$ cat config.mk
export PLATFORM = sky130hd
export DESIGN_NAME = dmem_write_arbiter
export DESIGN_NICKNAME = d
export VERILOG_FILES = /design/src/rtl/dmem_pkg.sv /design/src/rtl/rr_arbiter.sv /design/src/rtl/dmem_write_arbiter.sv
export SDC_FILE = /design/constraint.sdc
export NUM_CORES = 1
export LEC_CHECK = 0
export CAP_MARGIN = 20
export CORE_ASPECT_RATIO = 0.7
export CORE_MARGIN = 1
export CORE_UTILIZATION = 55
export CTS_BUF_LIST = sky130_fd_sc_hd__clkbuf_4
export CTS_CLUSTER_DIAMETER = 150
export DETAILED_ROUTE_END_ITERATION = 8
export GPL_ROUTABILITY_DRIVEN = 1
export PLACE_DENSITY = 0.9
export SYNTH_ARGS = -nofsm -noshare
export SYNTH_HDL_FRONTEND = slang
export SYNTH_SLANG_ARGS = --single-unit
$ cat constraint.sdc
create_clock -name CLK -period 8.1 [get_ports CLK]
set_input_delay 0.81 -clock CLK [delete_from_list [all_inputs] [get_ports CLK]]
set_output_delay 0.81 -clock CLK [all_outputs]
set_load 0.005 [all_outputs]
$ cat src/rtl/dmem_pkg.sv
// Shared definitions for the data-memory write path: default widths,
// the queue entry layout and the word-granular address compare.
package dmem_pkg;

    localparam int DMEM_AW = 32;
    localparam int DMEM_DW = 32;
    localparam int MAX_AW  = 64;

    typedef struct packed {
        logic [DMEM_AW-1:0] addr;
        logic [DMEM_DW-1:0] data;
    } dmemEntry_t;

    // Callers zero-extend to MAX_AW; bits [1:0] are the byte offset and are ignored.
    function automatic logic wordMatch(input logic [MAX_AW-1:0] a, input logic [MAX_AW-1:0] b);
        return a[MAX_AW-1:2] == b[MAX_AW-1:2];
    endfunction

endpackage

$ cat src/rtl/rr_arbiter.sv
// Round-robin arbiter: pointer register plus a combinational one-hot grant
// searching upward from the pointer and wrapping modulo NUM_REQ.
module rr_arbiter #(
    parameter int NUM_REQ = 2
) (
    input  logic                                         CLK,
    input  logic                                         Reset,
    input  logic [NUM_REQ-1:0]                           ReqValid,
    input  logic                                         Enable,
    output logic [NUM_REQ-1:0]                           Grant,
    output logic [((NUM_REQ > 1) ? $clog2(NUM_REQ) : 1)-1:0] GrantIdx,
    output logic                                         GrantValid
);

    localparam int GW = (NUM_REQ > 1) ? $clog2(NUM_REQ) : 1;

    logic [GW-1:0] ptr;

    function automatic int wrapIdx(input int base, input int k);
        return (base + k) % NUM_REQ;
    endfunction

    // NOTE: every output gets a default before the loop so no latch is inferred.
    always_comb begin
        Grant      = '0;
        GrantIdx   = '0;
        GrantValid = 1'b0;
        for (int k = 0; k < NUM_REQ; k++) begin
            if (!GrantValid && Enable && ReqValid[wrapIdx(int'(ptr), k)]) begin
                GrantValid                       = 1'b1;
                Grant[wrapIdx(int'(ptr), k)]     = 1'b1;
                GrantIdx                         = GW'(wrapIdx(int'(ptr), k));
            end
        end
    end

    // NOTE: state registers use non-blocking assignments; combinational blocks use blocking.
    always_ff @(posedge CLK or negedge Reset) begin
        if (!Reset) begin
            ptr <= '0;
        end else if (GrantValid) begin
            ptr <= (GrantIdx == GW'(NUM_REQ - 1)) ? '0 : GrantIdx + 1'b1;
        end
    end

endmodule

$ cat src/rtl/dmem_write_arbiter.sv
// Shares the data_mem write port between NUM_REQ store requesters through a
// round-robin grant and an in-order write queue, and flags conflicting loads.
module dmem_write_arbiter
    import dmem_pkg::*;
#(
    parameter int NUM_REQ = 2,
    parameter int AW      = DMEM_AW,
    parameter int DW      = DMEM_DW,
    parameter int DEPTH   = 4
) (
    input  logic                     CLK,
    input  logic                     Reset,
    input  logic [NUM_REQ-1:0]       ReqValid,
    input  logic [NUM_REQ*AW-1:0]    ReqAddr,
    input  logic [NUM_REQ*DW-1:0]    ReqData,
    output logic [NUM_REQ-1:0]       ReqReady,
    input  logic                     Hold,
    input  logic [AW-1:0]            LoadRA,
    output logic                     LoadConflict,
    output logic                     DataMem_WE,
    output logic [AW-1:0]            DataMem_WA,
    output logic [DW-1:0]            DataMem_WD,
    output logic                     Empty,
    output logic [$clog2(DEPTH):0]   Count
);

    localparam int PW = $clog2(DEPTH);
    localparam int GW = (NUM_REQ > 1) ? $clog2(NUM_REQ) : 1;

    typedef struct packed {
        logic [AW-1:0] addr;
        logic [DW-1:0] data;
    } qEntry_t;

    logic [PW-1:0] head;
    logic [PW-1:0] tail;
    logic [PW:0]   count;
    qEntry_t       queue [DEPTH];

    logic          full;
    logic          push;
    logic          pop;
    logic [GW-1:0] grantIdx;
    logic          grantValid;
    qEntry_t       incoming;
    logic          pendingMatch;
    logic [PW-1:0] offs;

    assign full  = (count == (PW+1)'(DEPTH));
    assign Empty = (count == '0);
    assign Count = count;

    // Reset gates the grant so ReqReady drops the instant Reset asserts.
    rr_arbiter #(.NUM_REQ(NUM_REQ)) uArb (
        .CLK        (CLK),
        .Reset      (Reset),
        .ReqValid   (ReqValid),
        .Enable     (!full && Reset),
        .Grant      (ReqReady),
        .GrantIdx   (grantIdx),
        .GrantValid (grantValid)
    );

    assign incoming.addr = ReqAddr[grantIdx*AW +: AW];
    assign incoming.data = ReqData[grantIdx*DW +: DW];

    assign push       = grantValid;
    assign DataMem_WE = !Empty && !Hold;
    assign pop        = DataMem_WE;
    assign DataMem_WA = Empty ? '0 : queue[head].addr;
    assign DataMem_WD = Empty ? '0 : queue[head].data;

    always_ff @(posedge CLK or negedge Reset) begin
        if (!Reset) begin
            head  <= '0;
            tail  <= '0;
            count <= '0;
        end else begin
            if (push) tail <= tail + 1'b1;
            if (pop)  head <= head + 1'b1;
            case ({push, pop})
                2'b10:   count <= count + 1'b1;
                2'b01:   count <= count - 1'b1;
                default: count <= count;
            endcase
        end
    end

    // NOTE: queue storage is deliberately not reset; count decides which slots are meaningful.
    always_ff @(posedge CLK) begin
        if (push) queue[tail] <= incoming;
    end

    // The head entry stays live through its pop cycle, so a load racing the drain still stalls.
    always_comb begin
        pendingMatch = 1'b0;
        offs         = '0;
        for (int i = 0; i < DEPTH; i++) begin
            offs = PW'(i) - head;
            if (((PW+1)'(offs) < count) &&
                wordMatch(MAX_AW'(queue[i].addr), MAX_AW'(LoadRA))) begin
                pendingMatch = 1'b1;
            end
        end
    end

    assign LoadConflict = pendingMatch ||
                          (grantValid && wordMatch(MAX_AW'(incoming.addr), MAX_AW'(LoadRA)));

endmodule

Word level (Yosys, flattened, before mapping)
Memories as Yosys holds them, arrays and structs flattened.
Index checks and enable logic that the tools add are counted.
Storage, ports and cells
  register bits after elaboration: 8
  logic and storage cells: 79
  RAM bits: 256
  memories kept: 1
  input port bits: 165
  output and inout port bits: 72
Memory list
  queue: words 4, bits a word 64, rd ports 5, clocked after memory_dff 0, write ports 1, RTL line dmem_write_arbiter.sv:38  | qEntry_t queue [DEPTH];
Cells by class
  muxes and demuxes: 25
  equal/unequal tests: 8
  reduce and logical (&&, ||, !) cells: 19
  bitwise operators: 2
  add/sub/neg operators: 10
  magnitude comparators: 8
  shift-type cells: 2
Operator list (count)
  $eq 30x30->1: 5
  $shiftx 64x7->32: 2
  $mux 32: 2
  $mux 1: 18
  $logic_and 1x1->1: 12
  $lt 2x3->1: 4
  $pmux 3 s2: 1
  $add 2x1->2 const B: 2
  $logic_not 1->1: 4
  $mux 2: 2
  $sub 1x2->2 const A: 2
  $sub 2x2->2 const A: 2
  $add 3x1->3 const B: 1
  $eq 3x3->1 const B: 1
  $logic_not 3->1: 1
  $lt 2x3->1 const B: 1
  $sub 3x1->3 const B: 1
  $add 1x1->1 const B: 2
  $demux 1 s1: 2
  $eq 2x1->1 const B: 1
  $eq 2x2->1 const B: 1
  $ge 2x1->1 const B: 1
  $lt 1x2->1 const B: 1
  $or 2x2->2: 1
  4 further kinds: 4

Longest topological paths before layout
Gate-level depths: netlist (run 1).
  depth after elaboration: 13
  depth in mapped cells: 11
  mapped depth without buffers: 10

Hierarchy
From an unflattened synthesis (run 1), not the netlist that was laid out.
Unflattened totals
  cell total of the unflattened synthesis: 779
  area total of the unflattened synthesis: 12824.8 µm²
Modules (own cells, without submodules)
  dmem_write_arbiter: times used 1, area each 12751.0 µm², sequential area each 7862.5 µm², cells an instance 769
  rr_arbiter: times used 1, area each 73.8 µm², sequential area each 25.0 µm², cells an instance 10

Least setup slack after synthesis (run 1)
No wires, ideal clock.
  path type: flip-flop to output port
  start: register head[0]
  end: output port LoadConflict
  buffers on the path: 3
  slack: 4.793 ns
  cell stages (with the launch flop): 12
  arrival: 2.497 ns
  data required time: 7.290 ns
  cells stage by stage: dfrtp_1 > clkbuf_1 > buf_2 > buf_1 > xor2_1 > inv_1 > ha_1 > a21oi_1 > o2111ai_1 > nor4_1 > nor4_1 > o41ai_2
Between the ends
  word-level cells in the longest chain between the ends: 8
  elaborated cells on any way between the ends: 17
  those cells by class: add/sub: 4; order compare: 4; mux: 4; reduce/logical: 5
RTL lines
  start, declared: RTL line dmem_write_arbiter.sv:35  | logic [PW-1:0] head;
  start signal, assigned: RTL line dmem_write_arbiter.sv:80  | if (pop) head <= head + 1'b1;
  $sub 1x2->2: RTL line dmem_write_arbiter.sv:99  | offs = PW'(i) - head;
  $lt 2x3->1: RTL line dmem_write_arbiter.sv:100  | if (((PW+1)'(offs) < count) &&
  $logic_and 1x1->1: RTL line dmem_write_arbiter.sv:100
  $mux 1 (3 in a row): RTL line dmem_write_arbiter.sv:100
  $mux 1 (*): RTL line dmem_write_arbiter.sv:100
  $logic_or 1x1->1 (*): RTL line dmem_write_arbiter.sv:107  | assign LoadConflict = pendingMatch ||
  end, declared: RTL line dmem_write_arbiter.sv:19  | output logic LoadConflict,
Every way passes the cells marked *; elsewhere a longest branch is shown, timed or not.

==> flow_summary_export.csv, run 1 <==
group,metric,value,unit
logic_synthesis,netlist_top_cells_count,"edfxtp_1, xnor2_1, mux4_2, nor2b_1, xor2_1",
critical_path,r2r_cells,9,
critical_path,crit_required,7290,ps
timing,finalSetupViolations,0,
power_and_ir_drop,power.leakage,5.60,nW
timing,fmax,178,MHz
grt,grt_pass1_vias,8419,
clock_network,cts_root_buffer,"clkbuf_4",
cells_and_area,nNetsFinal,1260,
worst_hold_path,hold_class,"in2async",
route,dr.pass1.iters,6,
placed_design,dp_cells,1329,
power_and_ir_drop,powerDensity,310,nW/um^2
floorplan,core_area,23000,sq um
grt,grt_pass1_wl,50200,um
power_and_ir_drop,peakVddDrop,186,uV
critical_path,crit_arrival,4820,ps
floorplan,die_y,131,um
clock_network,clk_pin_slew,80,ps
timing,hold_viol_final,0,
grt,grt_max_degree,57,
logic_synthesis,synth_top_area_share,58.9,%
clock_network,cts_buffers,66,
grt,antenna_found_initial,2,
logic_synthesis,yosysSeqAreaShare,60.5,%
route,via_count,8622,
placed_design,hpwlAfterDp,24300,um
timing,skew,51.0,ps
logic_synthesis,yosys-top-cells-area,"edfxtp_1, mux4_2, xnor2_1, mux2_2, xor2_1",
logic_synthesis,yosys_warnings,0,
clock_network,postCtsSetupBuffers,0,
clock_network,ctsHoldBuffers,0,
placed_design,placed_area,15600,sq um
logic_synthesis,yosysMostFrequentCell,"edfxtp_1",
clock_network,clk_latency,660,ps
timing,worst_pin_slew,1130,ps
critical_path,worst-path-max-fanout,28,
cells_and_area,post_route_cells_drive_above_1_share,22.0,%
logic_synthesis,ys.flop_type,"edfxtp_1",
timing,rsz0062_at_grt,"no",
logic_synthesis,synth-seq-cells,264,
timing,final_max_slew_viol_count,0,
route,wl_per_cell,23.9,um
critical_path,crit_type,"in2out",
floorplan,row_count,46,
clock_network,cts_resized,0,
logic_synthesis,async_reset_ff_share,3.03,%
timing,fin_crit,5630,ps
job,drv_cap,0,
logic_synthesis,yosysTopAreaCell,"edfxtp_1",
route,wirelength,34500,um
cells_and_area,finalNonFillerCells,1444,
clock_network,cts_buffer_depth,3,
floorplan,dieWidth,186,um
floorplan,io_pins,237,
logic_synthesis,syn_area,13000,sq um
placed_design,post-place-ws,2560,ps
route,drt_iter0_drc,1134,
route,viasPerCell,5.97,
floorplan,die-area,24300,sq um
timing,finalCritPeriodShare,69.5,%
grt,gr-usage-all-layers,28.9,%
timing,whs,494,ps
outcome,status,"finished clean",
cells_and_area,design_area,16500,sq um
logic_synthesis,synth_cells,834,
critical_path,cp-start-kind,"input port",
timing,max-slew-margin-rel,23.7,%
cells_and_area,fin_util,71.9,%
placed_design,gp_congestion,1.02,
clock_network,cts_sinks,264,
logic_synthesis,synth.distinct_cells,47,
floorplan,start_util,56.8,%
clock_network,cts_tree,"done",
logic_synthesis,syn-num-nets,1009,
timing,setup_tns,0,ps
logic_synthesis,synth_area_per_cell,15.6,sq um
route,drc,0,
placed_design,io_buffers,234,
logic_synthesis,synth_edf_count,256,
grt,gr-total-overflow,0,
timing,layout_setup_ws,2470,ps
route,drtAntennaViolNets,0,
critical_path,endpoint_kind,"output pin",
cells_and_area,syn_to_final_growth,26.7,%
cells_and_area,nFillCells,1479,
power_and_ir_drop,totalPowerFinal,5.12,mW
clock_network,htreeDepth,3,
==> cell usage in the layout, fill, tap and decap left out, drive strengths merged, types with 4 or more instances in the layout <==
master         instances
bufinv                 4
nor3                   5
nor2b                 64
a21oi                  5
o22ai                  7
buf                    9
mux2                  61
o2bb2ai                4
clkinv                10
inv                   37
edfxtp               256
clkdlybuf4s50        234
nand4                 21
mux4                  64
ha                     9
o21ai                  7
nor4                  20
clkbuf                98
and2                   4
o2111ai                4
dfrtp                  8
nand3                  4
xnor2                 88
a222oi                 4
nor2                   7
xor2                  62
nand2                 12
==> worst paths after layout <==
| check | from | endpoint | slack, ps |
|---|---|---|---|
| worst max-delay path | Reset | LoadConflict | 2470 |
| worst min register to register | uArb.ptr$_DFFE_PN0P_ | uArb.ptr$_DFFE_PN0P_ | 520 |
| max in group asynchronous | Reset | head[0]$_DFFE_PN0P_ | 7170 |
| worst min-delay path | Reset | Count[1]$_DFFE_PN0P_ | 490 |
| min in group CLK | uArb.ptr$_DFFE_PN0P_ | uArb.ptr$_DFFE_PN0P_ | 520 |
| worst max register to register | Count[2]$_DFFE_PN0P_ | Count[2]$_DFFE_PN0P_ | 4790 |
==> metal layers <==
metal	wire length [um]	track usage [%]	vias up	share of wire, %
met5	8	0	-	0.023
met4	754	7.57	2	2.2
met3	4950	11.5	100	14
met2	14800	40.8	628	43
met1	14000	41.6	4194	41
li1	-	-	3698	-
==> layout make-up <==
| class | count | area (sq um) | area share [%] |
|---|---|---|---|
| Antenna cell | 1 | 2.50 | 0.0151 |
| Clock buffer | 98 | 736 | 4.45 |
| Clock inverter | 16 | 166 | 1.01 |
| Inverter | 35 | 131 | 0.795 |
| Multi-Input combinational cell | 475 | 4790 | 29.0 |
| Sequential cell | 264 | 7890 | 47.8 |
| Tap cell | 312 | 390 | 2.36 |
| Timing Repair Buffer | 243 | 2410 | 14.6 |
==> flip-flops by register name (all words and copies together), names as in the netlist <==
| name | count |
|---|---|
| Count | 3 |
| head | 2 |
| queue | 256 |
| tail | 2 |
| uArb.ptr | 1 |
==> critical path, stage by stage <==
cell and delay (ps):
clkdlybuf4s50_1 800, and4_4 600, buf_4 440, mux2_2 470
a22o_1 260, nor4b_2 260, nand4_1 210, o41ai_2 360
clkdlybuf4s50_1 580
==> report_power, final <==
part	switching [mW]	internal (mW)	total [mW]
combinational	0.853	1.09	1.95
sequential	0.176	1.78	1.96
clock	0.537	0.680	1.22
==> logic make-up (layout without fill, tap and decap cells) <==
family                     count (synthesis)  in the layout  synth area share, %
and+or+nand+nor                          145            145                 6.64
DFF                                      264            264                 60.5
AOI/OAI and AO/OA                         44             44                 2.51
xor gates and xnor gates                 150            150                 10.1
adders and majority gates                 10             10                 1.02
buffers and inverters                     95            392                 2.85
other                                      0              1                    0
muxes                                    126            126                 16.4
Power figures use the tool's default switching activity.
==> inputs of run 2 (changes only) <==
- clock period: 8.1 -> 5.8 ns (I/O delays scaled with it)
==> run 2 against run 1 <==
Compared with the run above:
- clock skew is 10 ps higher
- sequential cell count stayed put
- register-to-register slack worse by 2100 ps
==> flow_summary_export.csv, run 2 (same netlist as run 1, synthesis figures left out) <==
group,metric,value,unit
clock_network,clk_pin_slew,70,ps
critical_path,crit_required,5220,ps
route,wl_per_cell,24.0,um
timing,fmax,203,MHz
grt,antenna_found_initial,0,
clock_network,cts_root_buffer,"clkbuf_4",
timing,worst_pin_slew,1090,ps
timing,rsz0062_at_grt,"no",
critical_path,cp-start-kind,"flip-flop",
timing,fin_crit,4930,ps
job,drv_cap,0,
grt,met3_usage,13.2,%
floorplan,die-area,24300,sq um
placed_design,hpwlAfterDp,24900,um
cells_and_area,post_route_cells_drive_above_1_share,22.1,%
floorplan,start_util,56.8,%
critical_path,crit_arrival,4350,ps
critical_path,path_buf_inv,1,
power_and_ir_drop,power.leakage,5.58,nW
clock_network,cts_buffer_depth,3,
timing,skew,61.1,ps
timing,setup_tns,0,ps
cells_and_area,design_area,16500,sq um
outcome,status,"finished clean",
placed_design,placed_area,15700,sq um
critical_path,r2r_cells,5,
floorplan,core_area,23000,sq um
critical_path,cp-startpoint,"Count[2]$_DFFE_PN0P_",
floorplan,dieWidth,186,um
critical_path,crit_type,"reg2out",
worst_hold_path,hold_class,"in2async",
critical_path,cpMaxStageDelayCell,"and4_4",
clock_network,clk_latency,700,ps
cells_and_area,nNetsFinal,1257,
route,wirelength,34700,um
grt,use_met1,41.2,%
timing,hold_viol_final,0,
grt,gr-total-overflow,0,
critical_path,r2r-end,"queue[0][34]$_DFFE_PP_",
critical_path,ff2ff_setup_slack,2680,ps
cells_and_area,layout_common_cells,"edfxtp_1, clkdlybuf4s50_1, clkbuf_4",
critical_path,worst-path-max-fanout,45,
power_and_ir_drop,totalPowerFinal,7.02,mW
cells_and_area,syn_to_final_growth,26.3,%
route,drc,0,
placed_design,io_buffers,234,
placed_design,gp_congestion,0.986,
route,dr.pass1.iters,5,
clock_network,htreeDepth,2,
grt,top_usage_layer,"met1",
timing,max-slew-margin-rel,27.2,%
clock_network,postCtsSetupBuffers,0,
grt,grt_max_degree,57,
route,viasPerCell,5.84,
critical_path,critical_path.top_delay_family,"simple AND/OR/NAND/NOR gates",
critical_path,path_depth,8,
critical_path,endpoint_kind,"output pin",
clock_network,cts_sinks,264,
cells_and_area,largest_register_ffs,256,
grt,gr-usage-all-layers,29.1,%
cells_and_area,nFillCells,1500,
power_and_ir_drop,powerDensity,426,nW/um^2
route,drtAntennaViolNets,0,
power_and_ir_drop,peakVddDrop,253,uV
cells_and_area,seqCellArea,7890,sq um
grt,met2_usage,41.0,%
clock_network,ctsHoldBuffers,0,
critical_path,cp_cell_sequence,"or3b_1 -> and4_4 -> mux2_2 -> xor2_1 -> nor3_1 -> nand4_1 -> o41ai_2 -> clkdlybuf4s50_1",
timing,finalSetupViolations,0,
floorplan,row_count,46,
clock_network,cts_tree,"done",
cells_and_area,multi_input_area,4790,sq um
clock_network,cts_resized,0,
floorplan,die_y,131,um
route,drt_iter0_drc,951,
clock_network,cts_buffers,60,
grt,grt_pass1_vias,8435,
critical_path,slowest_delay,710,ps
timing,finalCritPeriodShare,84.9,%
cells_and_area,regMostFlops,"queue",
cells_and_area,final_common_cell,"edfxtp_1",
grt,grt_pass1_wl,50500,um
timing,final_max_slew_viol_count,0,
route,via_count,8435,
critical_path,r2r-start,"Count[2]$_DFFE_PN0P_",
floorplan,io_pins,237,
run 2: cell types whose count changed in the layout (fill, tap and decap cells not counted), sizes merged:
cell / previous run / this run
buf: 9 / 12
bufinv: 4 / 1
clkbuf: 98 / 99
clkinvlp: 0 / 1
inv: 37 / 36
run 2: worst register-to-register path, delay by kind of cell (launching register included):
| family | cells | cell delay, ps |
|---|---|---|
| buf+inv | 1 | 660 |
| simple gates | 4 | 1500 |
| flops | 1 | 500 |
run 2: report_power, final:
part	total (mW)	switching (mW)	internal, mW	leakage [nW]
clock	1.53	0.720	0.813	0.492
sequential	2.76	0.271	2.49	2.43
combinational	2.72	1.18	1.54	2.66
total	7.02	2.17	4.84	5.58
run 2: how the worst max path moves through the flow:
stage / to / slack (ps)
final: LoadConflict / 870
after global routing: LoadConflict / 710
after CTS: LoadConflict / 880
after detailed placement: LoadConflict / 910
after global placement: LoadConflict / 930
after floorplan: LoadConflict / 2720
run 2: per-stage QoR:
step / hold slack [ps] / setup slack, ps / utilization [%] / std cells
global placement: 474 / 927 / 68.2 / 1332
detailed placement: 528 / 906 / 68.2 / 1332
CTS: 215 / 882 / 71.7 / 1444
floorplan: 284 / 2720 / - / 834
global route: 222 / 708 / 71.7 / 1444
finish: 232 / 875 / 71.8 / 1445
run 2: area by class of cell:
type | count | share of cell area, %
multi-input cells | 475 | 29.1
repair buffers | 246 | 14.8
inverters | 35 | 0.797
flip-flops and latches | 264 | 47.9
diodes | 1 | 0.0152
well taps | 312 | 2.37
clock inverters | 13 | 0.486
clock buffers | 99 | 4.51
run 2: routing by layer:
metal	wire [um]	up-vias	share of wire [%]
met5	98	-	0.28
met4	454	2	1.3
met3	4790	41	14
met2	15000	521	43
met1	14400	4164	41
li1	-	3707	-
==> inputs of run 3 (changes only) <==
- clock period: 5.8 -> 5.1 ns (I/O delays scaled with it)
==> run 3 against run 2 <==
Compared with the run above:
- register-to-register slack worse by 330 ps
- utilization about the same
- power up 12%
- via count up 1.6%
- worst setup slack worse by 550 ps
- non-clock buffer count up 4
- critical path type unchanged
- largest power group is now combinational logic
==> flow_summary_export.csv, run 3 (same netlist as run 1, synthesis figures left out) <==
group,metric,value,unit
outcome,status,"finished clean",
power_and_ir_drop,power.leakage,5.57,nW
power_and_ir_drop,power_switching,2.49,mW
critical_path,cp_cell_sequence,"or3b_1 -> and4_4 -> buf_4 -> nor3_1 -> nand3_1 -> o221ai_1 -> o21ai_0 -> o41ai_2 -> clkdlybuf4s50_1",
clock_network,ctsHoldBuffers,0,
timing,final_max_slew_viol_count,0,
critical_path,endpoint_kind,"output pin",
timing,worst_pin_slew,947,ps
job,drv_cap,0,
placed_design,gp_congestion,0.969,
timing,rsz0062_at_grt,"no",
route,dr.pass1.iters,8,
route,viasPerCell,5.92,
route,wirelength,35100,um
route,wl_per_cell,24.3,um
critical_path,cp-start-kind,"flip-flop",
route,drc,0,
power_and_ir_drop,clockPowerShare,20.6,%
cells_and_area,antennaDiodeCount,0,
timing,finalSetupViolations,0,
power_and_ir_drop,p_seq_share,38.9,%
critical_path,crit_required,4590,ps
cells_and_area,nNetsFinal,1262,
cells_and_area,post_route_cells_drive_above_1_share,21.4,%
critical_path,crit_type,"reg2out",
grt,grt_pass1_vias,8369,
cells_and_area,regMostFlops,"queue",
timing,hold_viol_final,0,
floorplan,die_y,131,um
power_and_ir_drop,power_frac_comb,40.5,%
timing,layout_setup_ws,327,ps
grt,grt_pass1_wl,49900,um
floorplan,io_pins,237,
floorplan,row_count,46,
floorplan,die-area,24300,sq um
timing,skew,45.2,ps
floorplan,core_area,23000,sq um
grt,grt_max_degree,51,
route,drt_iter0_drc,950,
power_and_ir_drop,peakVddDrop,306,uV
timing,max-slew-margin-rel,36.2,%
clock_network,clk_latency,720,ps
critical_path,slowest_delay,570,ps
clock_network,htreeDepth,2,
critical_path,crit_arrival,4260,ps
grt,gr-total-overflow,0,
clock_network,postCtsSetupBuffers,0,
timing,fin_crit,4770,ps
power_and_ir_drop,p_sw_share,31.6,%
clock_network,clk_pin_slew,70,ps
placed_design,post-place-ws,759,ps
placed_design,io_buffers,234,
grt,antenna_found_initial,0,
timing,whs,150,ps
route,drtAntennaViolNets,0,
floorplan,start_util,56.8,%
floorplan,dieWidth,186,um
clock_network,cts_tree,"done",
timing,finalCritPeriodShare,93.6,%
cells_and_area,final_common_cell,"edfxtp_1",
critical_path,worst-path-max-fanout,20,
clock_network,cts_buffer_depth,3,
clock_network,cts_buffers,61,
grt,gr-usage-all-layers,28.9,%
critical_path,critical_path.top_delay_family,"simple AND/OR/NAND/NOR gates",
cells_and_area,syn_to_final_growth,26.4,%
placed_design,placed_area,15700,sq um
power_and_ir_drop,powerDensity,479,nW/um^2
clock_network,cts_root_buffer,"clkbuf_4",
placed_design,hpwlAfterDp,25600,um
critical_path,cpMaxStageDelayCell,"clkdlybuf4s50_1",
cells_and_area,layout_common_cells,"edfxtp_1, clkdlybuf4s50_1, xnor2_1",
cells_and_area,design_area,16500,sq um
timing,setup_tns,0,ps
timing,fmax,210,MHz
route,via_count,8569,
cells_and_area,largest_register_ffs,256,
clock_network,cts_sinks,264,
critical_path,path_buf_inv,2,
power_and_ir_drop,p_int,5.40,mW
clock_network,cts_resized,0,
worst_hold_path,hold_class,"in2async",
run 3: path summary, 6_finish.rpt:
path / end / depth (start not counted) / from / slack (ps)
max in group asynchronous: head[0]$_DFFE_PN0P_ / 2 / Reset / 4770
worst max-delay path: LoadConflict / 9 / Count[2]$_DFFE_PN0P_ / 330
min in group CLK: uArb.ptr$_DFFE_PN0P_ / 1 / uArb.ptr$_DFFE_PN0P_ / 520
worst min-delay path: uArb.ptr$_DFFE_PN0P_ / 2 / Reset / 150
worst min register to register: uArb.ptr$_DFFE_PN0P_ / 1 / uArb.ptr$_DFFE_PN0P_ / 520
worst max register to register: queue[1][63]$_DFFE_PP_ / 5 / Count[2]$_DFFE_PN0P_ / 2350
run 3: metrics by stage:
step,power [mW],utilization [%],cells
after CTS,7.92,71.8,1448
after detailed placement,6.30,68.5,1336
after global routing,8.24,71.8,1448
final,7.89,71.8,1448
after floorplan,4.75,-,834
after global placement,6.21,68.4,1335
run 3: cell type report:
| cell class | count | area [sq um] |
|---|---|---|
| Inverter | 35 | 131 |
| Fill cell | 1489 | 6480 |
| Clock inverter | 25 | 110 |
| Tap cell | 312 | 390 |
| Multi-Input combinational cell | 475 | 4790 |
| Clock buffer | 87 | 653 |
| Timing Repair Buffer | 250 | 2520 |
| Sequential cell | 264 | 7890 |
run 3: per-layer routing:
| layer | part of all wire (%) | up-vias | global-route usage (%) |
|---|---|---|---|
| met5 | 0 | - | 0 |
| met2 | 43 | 566 | 42.5 |
| li1 | - | 3714 | - |
| met1 | 40 | 4229 | 39.7 |
| met4 | 1.7 | 0 | 6.99 |
| met3 | 14 | 60 | 12.6 |
run 3: power groups by stage:
stage                     Sequential (mW)  Clock (mW)  Combinational [mW]
final                                3.07        1.63                3.19
after global placement               3.08           0                3.12
after CTS                            3.07        1.65                3.21
after detailed placement             3.11           0                3.19
after floorplan                      2.99           0                1.76
after global routing                 3.10        1.73                3.41
